## src/rtl/cook_timer_ctrl.sv

```systemverilog
// Microwave cook timer sequencer: keypad entry, BCD mm:ss countdown, magnetron gating.
// Optional completion beeper is enabled by defining COOK_BEEP_EN.
module cook_timer_ctrl #(
  parameter int TICK_DIV   = 100000000,
  parameter int BEEP_TICKS = 3
) (
  input  logic        clk,
  input  logic        clr,
  input  logic        key_valid,
  input  logic [3:0]  key_digit,
  input  logic        start,
  input  logic        stop,
  input  logic        door_open,
  output logic [15:0] time_bcd,
  output logic        mag_on,
  output logic        done,
  output logic [2:0]  state
`ifdef COOK_BEEP_EN
  ,
  output logic        beep
`endif
);

  typedef enum logic [2:0] {
    IDLE   = 3'd0,
    COOK   = 3'd1,
    PAUSED = 3'd2,
    DONE   = 3'd3
  } state_t;

  localparam int PW = $clog2(TICK_DIV);
  localparam logic [PW-1:0] PRE_LAST = PW'(TICK_DIV - 1);

  if (TICK_DIV < 2) begin : g_bad_tick_div
    $error("cook_timer_ctrl: TICK_DIV must be at least 2");
  end
  if (BEEP_TICKS < 1) begin : g_bad_beep_ticks
    $error("cook_timer_ctrl: BEEP_TICKS must be at least 1");
  end

  state_t          cur;
  logic [PW-1:0]   prescale;
  logic            tick;
  logic [15:0]     dec_time;

`ifdef COOK_BEEP_EN
  localparam int BW = $clog2(BEEP_TICKS + 1);
  localparam logic [BW-1:0] BEEP_LAST = BW'(BEEP_TICKS - 1);
  logic [BW-1:0]   beep_cnt;
`endif

  // One-second borrow chain across the four BCD digits; the 0001 case is handled by the FSM.
  function automatic logic [15:0] bcd_dec(input logic [15:0] t);
    logic [3:0] mt, mo, st, so;
    {mt, mo, st, so} = t;
    if (so != 4'd0) begin
      so = so - 4'd1;
    end else begin
      so = 4'd9;
      if (st != 4'd0) begin
        st = st - 4'd1;
      end else begin
        st = 4'd5;
        if (mo != 4'd0) begin
          mo = mo - 4'd1;
        end else begin
          mo = 4'd9;
          mt = mt - 4'd1;
        end
      end
    end
    return {mt, mo, st, so};
  endfunction

  assign tick     = (prescale == PRE_LAST);
  assign dec_time = bcd_dec(time_bcd);
  assign state    = cur;

  always_ff @(posedge clk) begin
    if (clr) begin
      cur      <= IDLE;
      time_bcd <= 16'h0000;
      mag_on   <= 1'b0;
      done     <= 1'b0;
      prescale <= '0;
`ifdef COOK_BEEP_EN
      beep     <= 1'b0;
      beep_cnt <= '0;
`endif
    end else begin
      case (cur)
        IDLE: begin
          if (stop) begin
            time_bcd <= 16'h0000;
          end else if (start) begin
            if (time_bcd != 16'h0000 && !door_open) begin
              cur      <= COOK;
              prescale <= '0;
              mag_on   <= 1'b1;
            end
          end else if (key_valid && key_digit <= 4'd9 && time_bcd[3:0] <= 4'd5) begin
            // Rejecting keys while sec_ones>5 keeps sec_tens a legal 0-5 after the shift.
            time_bcd <= {time_bcd[11:0], key_digit};
          end
        end

        COOK: begin
          if (door_open || stop) begin
            cur    <= PAUSED;
            mag_on <= 1'b0;
          end else if (tick) begin
            prescale <= '0;
            if (time_bcd == 16'h0001) begin
              cur      <= DONE;
              time_bcd <= 16'h0000;
              mag_on   <= 1'b0;
              done     <= 1'b1;
`ifdef COOK_BEEP_EN
              beep     <= 1'b1;
              beep_cnt <= '0;
`endif
            end else begin
              time_bcd <= dec_time;
            end
          end else begin
            prescale <= prescale + PW'(1);
          end
        end

        PAUSED: begin
          if (stop) begin
            cur      <= IDLE;
            time_bcd <= 16'h0000;
            prescale <= '0;
          end else if (start && !door_open) begin
            cur    <= COOK;
            mag_on <= 1'b1;
          end
        end

        DONE: begin
          if (stop || start || door_open) begin
            cur  <= IDLE;
            done <= 1'b0;
`ifdef COOK_BEEP_EN
            beep <= 1'b0;
`endif
          end
`ifdef COOK_BEEP_EN
          // Beep phase reuses the prescaler, so it lasts BEEP_TICKS whole ticks.
          else if (tick) begin
            prescale <= '0;
            if (beep_cnt == BEEP_LAST) begin
              cur  <= IDLE;
              done <= 1'b0;
              beep <= 1'b0;
            end else begin
              beep_cnt <= beep_cnt + BW'(1);
            end
          end else begin
            prescale <= prescale + PW'(1);
          end
`endif
        end

        default: begin
          cur    <= IDLE;
          mag_on <= 1'b0;
          done   <= 1'b0;
        end
      endcase
    end
  end

endmodule

```

## config.mk

```make
export PLATFORM = sky130hd
export DESIGN_NAME = cook_timer_ctrl
export DESIGN_NICKNAME = d
export VERILOG_FILES = /design/src/rtl/cook_timer_ctrl.sv
export SDC_FILE = /design/constraint.sdc
export NUM_CORES = 1
export LEC_CHECK = 0
export BUFFER_PORTS_ARGS = -buffer_cell sky130_fd_sc_hd__buf_2
export CORE_MARGIN = 2
export CORE_UTILIZATION = 58
export CTS_BUF_LIST = sky130_fd_sc_hd__clkbuf_16
export DETAILED_ROUTE_END_ITERATION = 10
export PLACE_DENSITY = 0.79
export SLEW_MARGIN = 20
export SYNTH_ARGS = -nofsm -noshare
export SYNTH_HDL_FRONTEND = slang
export SYNTH_SLANG_ARGS = --single-unit
export TNS_END_PERCENT = 100
```

## constraint.sdc

```tcl
create_clock -name clk -period 3.09 [get_ports clk]
set_clock_uncertainty 0.1 [all_clocks]
set_input_delay 0.309 -clock clk [delete_from_list [all_inputs] [get_ports clk]]
set_output_delay 0.309 -clock clk [all_outputs]
set_load 0.05 [all_outputs]
```

**After elaboration in Yosys (flattened, before gate mapping)**

Index checks and enable logic that the tools add are counted.

- Output and inout bits: 21
- Logic and storage cells: 111
- Bits of input ports: 10
- Flip-flop bits (word level): 48

- Multiplexer cells: 48
- Reduce and logical (&&, ||, !) cells: 23
- Magnitude comparators: 2
- Add/subtract/negate cells: 5
- Bitwise gates (word level): 2
- Equality and inequality tests: 23

Operator list:

| kind | number |
|---|---|
| 27-bit two-way mux | 6 |
| 16-bit two-way mux | 7 |
| 27-bit one-hot mux with 3 select lines | 1 |
| 16-bit one-hot mux with 3 select lines | 1 |
| 4-bit two-way mux | 9 |
| 27-bit by 1-bit adder with 27-bit output (second input constant) | 1 |
| 27-bit == test (second input constant) | 1 |
| 3-bit two-way mux | 9 |
| 3-bit inequality test (second input constant) | 8 |
| 2-bit inequality test (second input constant) | 10 |
| 16-bit by 1-bit == test with 1-bit output (second input constant) | 1 |
| 8-bit AND reduction | 2 |
| 16-bit nonzero test | 1 |
| 4-bit by 1-bit subtractor with 4-bit output (second input constant) | 4 |
| 7-bit AND reduction | 2 |
| 1-bit two-way mux | 12 |
| 3-bit one-hot mux with 4 select lines | 1 |
| 6-bit AND reduction | 2 |
| 4-bit nonzero test | 3 |
| 9-bit AND reduction | 1 |
| 3-bit by 2-bit == test with 1-bit output (second input constant) | 2 |
| 5-bit AND reduction | 1 |
| 4-bit by 3-bit <= comparator with 1-bit output (second input constant) | 1 |
| 4-bit <= comparator (second input constant) | 1 |
| 10 further kinds | 16 |

**Depth between registers and ports, before layout**

- Depth in word-level cells: 8
- Mapped depth: 11
- Mapped depth without buffers: 8

**Worst setup path after synthesis**

No wires, ideal clock.

- Path type: flip-flop to flip-flop
- Start: register cur[1] (netlist: state[1])
- End: register time_bcd[6]
- Clock period less this slack: 2.586 ns
- Data required time: 2.903 ns
- Data arrival time: 2.399 ns
- Setup slack: 0.504 ns
- Path buffers: 1
- Stages on the path, launching flop included: 9
- Setup time: 0.087 ns
- Path through: dfxtp_1 -> inv_1 -> ha_1 -> clkbuf_8 -> o21a_1 -> nor4_4 -> nand3_1 -> or3_1 -> o31ai_1

- Word-level cells in the longest chain between the ends: 3
- Elaborated cells on any way between the ends: 12
- Those cells by class: eq/ne (8); mux (1); reduce/logical (3)

Ends and longest elaborated chain:

| what | line | RTL |
|---|---|---|
| start, declared | 41 | `state_t cur;` |
| start signal, assigned | 81 | `cur <= IDLE;` |
| start signal, assigned | 97 | `cur <= COOK;` |
| start signal, assigned | 109 | `cur <= PAUSED;` |
| 3-bit by 1-bit == test with 1-bit output, or another cell as far along | 91 | `case (cur)` |
| 3-bit inequality test (no source line), or another cell as far along | - |  |
| 7-bit AND reduction (no source line) | - |  |
| end signal, assigned | 103 | `time_bcd <= {time_bcd[11:0], key_digit};` |
| end signal, assigned | 123 | `time_bcd <= dec_time;` |
| end, declared | 14 | `output logic [15:0] time_bcd,` |

Several ways; a longest one is shown, not always the timed one.
A chain may end at the register's enable or synchronous reset.

**Worst setup path after layout**

- Start: register time_bcd[4]
- End: register mag_on

- Word-level cells in the longest chain between the ends: 4
- Elaborated cells on any way between the ends: 6
- Those cells by class: eq/ne (3); reduce/logical (3)

Ends and longest elaborated chain:

| what | line | RTL |
|---|---|---|
| 16-bit nonzero test | 96 | `if (time_bcd != 16'h0000 && !door_open) begin` |
| 1-bit logical AND | 96 |  |
| 2-bit inequality test (no source line) | - |  |
| 8-bit AND reduction (no source line) * | - |  |
| end signal, assigned | 99 | `mag_on <= 1'b1;` |
| end signal, assigned | 110 | `mag_on <= 1'b0;` |
| end signal, assigned | 116 | `mag_on <= 1'b0;` |
| end, declared | 15 | `output logic mag_on,` |

Every way passes the cells marked *; elsewhere a longest branch is shown, timed or not.

==> flow_metrics.env <==
export IMPL_wl_mm=6.47
export IMPL_clock_latency_ns=0.29
export IMPL_ant_nets=0
export IMPL_start_util=0.606
export IMPL_synth_edf_count=0
export IMPL_maxSlewHeadroom=0.641
export IMPL_grt_first_pass_wirelength_mm=11.1
export IMPL_htreeDepth=2
export IMPL_clkTransAtPathRegs_ns=0.06
export IMPL_first_iter_violations=206
export IMPL_syn_area_um2=2900
export IMPL_finalNetCount=384
export IMPL_ys_flop_type="dfxtp_1"
export IMPL_port_buffers=29
export IMPL_yosys_area_top_type_share=0.324
export IMPL_cts_tree="done"
export IMPL_slowest_stage="nor4_4"
export IMPL_finalSetupViolCount=0
export IMPL_grt_max_degree=28
export IMPL_syn_nets=358
export IMPL_fin_crit_sh=0.838
export IMPL_cpPeakStageDelay_ns=0.43
export IMPL_ys_seq_area_frac=0.324
export IMPL_cts_setup_buffers=0
export IMPL_swShare=0.443
export IMPL_wire_per_inst_um=15.0
export IMPL_die_h_um=74.7
export IMPL_cts_sinks=47
export IMPL_min_path_cells=3
export IMPL_rr_worst_depth=8
export IMPL_seqPwrFrac=0.322
export IMPL_outcome="complete, no violations"
export IMPL_hold_end="time_bcd[0]"
export IMPL_drive_above_1_share=0.181
export IMPL_pre_cts_slack_ns=0.557
export IMPL_post_drt_via_cell_ratio=6.12
export IMPL_root_buffer="clkbuf_16"
export IMPL_switchingPower_mw=1.15
export IMPL_slew_viol_final=0
export IMPL_crit_arrival_ns=2.69
export IMPL_design_area_um2=3190
export IMPL_antennaDiodeCount=0
export IMPL_hold_start="key_digit[0]"
export IMPL_syn_to_final_growth_pct=9.84
export IMPL_synth_cell_types=65
export IMPL_syn_inst=338
export IMPL_core_um2=4790
export IMPL_maxCapViolCount=0
export IMPL_post_cts_resized=0
export IMPL_powerDensity_nw_per_um2=813
export IMPL_total_power_mw=2.59
export IMPL_io_pins=31
export IMPL_cp_max_fo=6
export IMPL_grt_pass1_vias=2389
export IMPL_internal_power_mw=1.44
export IMPL_gp_congestion=0.916
export IMPL_synth_area_leaders="dfxtp_1 (32%), xnor2_1 (5.1%), a211oi_1 (4.4%), ha_1 (4.3%), a21oi_1 (4.1%)"
export IMPL_synth_warnings=0
export IMPL_core_rowCount=25
export IMPL_nFillCells=397
export IMPL_ys_seq_elements=47
export IMPL_antenna_found_initial=0
export IMPL_r2r_start="time_bcd[4]"
export IMPL_firstDrtPassIters=4
export IMPL_clock_path_buffers=2
export IMPL_fin_ws_ns=0.501
export IMPL_hold_violations=0
export IMPL_grt_total_usage=0.252
export IMPL_combinationalPowerShare=0.449
export IMPL_ff2ff_setup_slack_ns=0.50
export IMPL_worst_slew_pin_slew_ns=0.536
export IMPL_dieWidth_um=74.7
export IMPL_vias=2637
export IMPL_cp_start_kind="flop"
export IMPL_async_reset_ff_frac=0
export IMPL_die_area_um2=5580
export IMPL_clock_fmax_mhz=386
export IMPL_setup_tns_ns=0
export IMPL_end_kind="flop"
export IMPL_cts_buffers_inserted=5
export IMPL_avgSynthCellArea_um2=8.58
export IMPL_clock_power_share=0.229
export IMPL_ir_worst_vdd_mv=0.473
export IMPL_r2r_end="mag_on"
export IMPL_holdCritPathClass="primary input to flop"
export IMPL_cts_hold_fix_buffers=0
export IMPL_criticalPathCategory="flop to flop"
export IMPL_place_area_um2=3030
export IMPL_detailed_place_hpwl_mm=4.54
export IMPL_overflow=0
export IMPL_drcViolationCount=0
export IMPL_worstPathCellList="inv_1 -> ha_1 -> nor3b_1 -> nand4_1 -> nor4_4 -> o21ai_1 -> a211o_1 -> a211oi_1"
export IMPL_worstPathRequired_ns=3.19
export IMPL_leakagePower_nw=1.16
export IMPL_yosysTopAreaCell="dfxtp_1"
export IMPL_grt_setup_unrepaired="false"
export IMPL_layout_min_cycle_time_ns=2.59
[critical path, delay by kind of cell (launching register included)]
family          cells  cell delay, ns
compound gates      3            0.66
flops               1            0.35
buf+inv             1            0.09
fa+ha+maj           1            0.27
simple gates        3            1.03
[metrics by stage]
stage / hold slack [ns] / cells / util
after detailed placement: 0.350 / 424 / 0.632
after CTS: 0.245 / 431 / 0.666
final: 0.233 / 431 / 0.666
after global placement: 0.349 / 424 / 0.632
after floorplan: 0.361 / 338 / -
after global routing: 0.258 / 431 / 0.666
[metal layers]
layer	vias up	part of all wire	GRT usage
li1	1291	-	-
met1	1231	0.47	0.363
met2	105	0.45	0.386
met3	10	0.065	0.0455
met4	0	0.014	0.0734
met5	-	0	0
[Yosys cell counts (all sizes together) (3+ instances only)]
master and number:
xor2 6, o31ai 4, nor2 37, nor4 7, xnor2 17, ha 10, and3 6, and2 3
dfxtp 47, o21ai 13, nor2b 3, nand3 14, nor4b 3, a211oi 17, a21oi 24, or3 8
clkbuf 4, nand2 18, nor3 19, buf 8, nor3b 3, inv 19, nand4 13, and4 3
[power groups by stage]
stage | logic [mW] | clock network [mW] | registers [mW]
3_5_place_dp | 1.14 | 0 | 0.841
2_1_floorplan | 0.766 | 0 | 1.03
6_report | 1.16 | 0.593 | 0.833
5_1_grt | 1.27 | 0.628 | 0.851
3_3_place_gp | 1.12 | 0 | 0.839
4_1_cts | 1.15 | 0.603 | 0.829
[kinds of logic after synthesis]
group | Yosys count | synth area share
AND/OR/NAND/NOR | 148 | 0.318
AO/OA/AOI/OAI | 75 | 0.169
flip-flops | 47 | 0.324
buffers and inverters | 32 | 0.0677
XOR/XNOR | 23 | 0.0695
adder cells (fa/ha/maj) | 10 | 0.0431
multiplexers | 2 | 0.00690
other | 1 | 0.00129
[sequential cells by signal, indices dropped and copies added, names as in the netlist]
register  cells
prescale     27
time_bcd     16
state         2
done          1
mag_on        1
[placed cells by master, fill, tap and decap left out, types with 2 or more instances in the layout]
cell / n
dfxtp_1: 47
buf_2: 29
nor2_1: 27
a21oi_1: 24
inv_1: 20
nand2_1: 18
nor3_1: 18
xnor2_1: 17
a211oi_1: 17
nand3_1: 14
nand4_1: 11
o21ai_0: 11
nor2_2: 10
ha_1: 10
or3_1: 8
xor2_1: 6
clkbuf_16: 5
o31ai_1: 4
and3_1: 4
nor4_1: 4
nor4_4: 3
nor2b_1: 3
and2_1: 3
buf_4: 3
nor4b_2: 2
and4bb_2: 2
and3_2: 2
a32oi_1: 2
and4_1: 2
a211o_1: 2
mux2i_1: 2
or2_0: 2
a221oi_1: 2
[area by class of cell]
type,instances,area [um^2],share of cell area
multi-input combinational,259,1760,0.553
sequential,47,941,0.295
timing repair buffer,32,168,0.0526
clock buffer,5,125,0.0393
tap,67,83.8,0.0263
inverter,19,71.3,0.0224
clock inverter,2,33.8,0.0106
[how the worst max path moves through the flow]
stage                startpoint      endpoint  slack (ns)  depth (start not counted)
floorplan              state[1]   time_bcd[6]        0.50                          8
global placement    time_bcd[4]        mag_on        0.60                          8
detailed placement  time_bcd[4]      state[0]        0.56                          8
CTS                 time_bcd[4]        mag_on        0.51                          8
global route           state[1]  prescale[14]        0.33                          8
finish              time_bcd[4]        mag_on        0.50                          8
(Power assumes the default switching activity.)
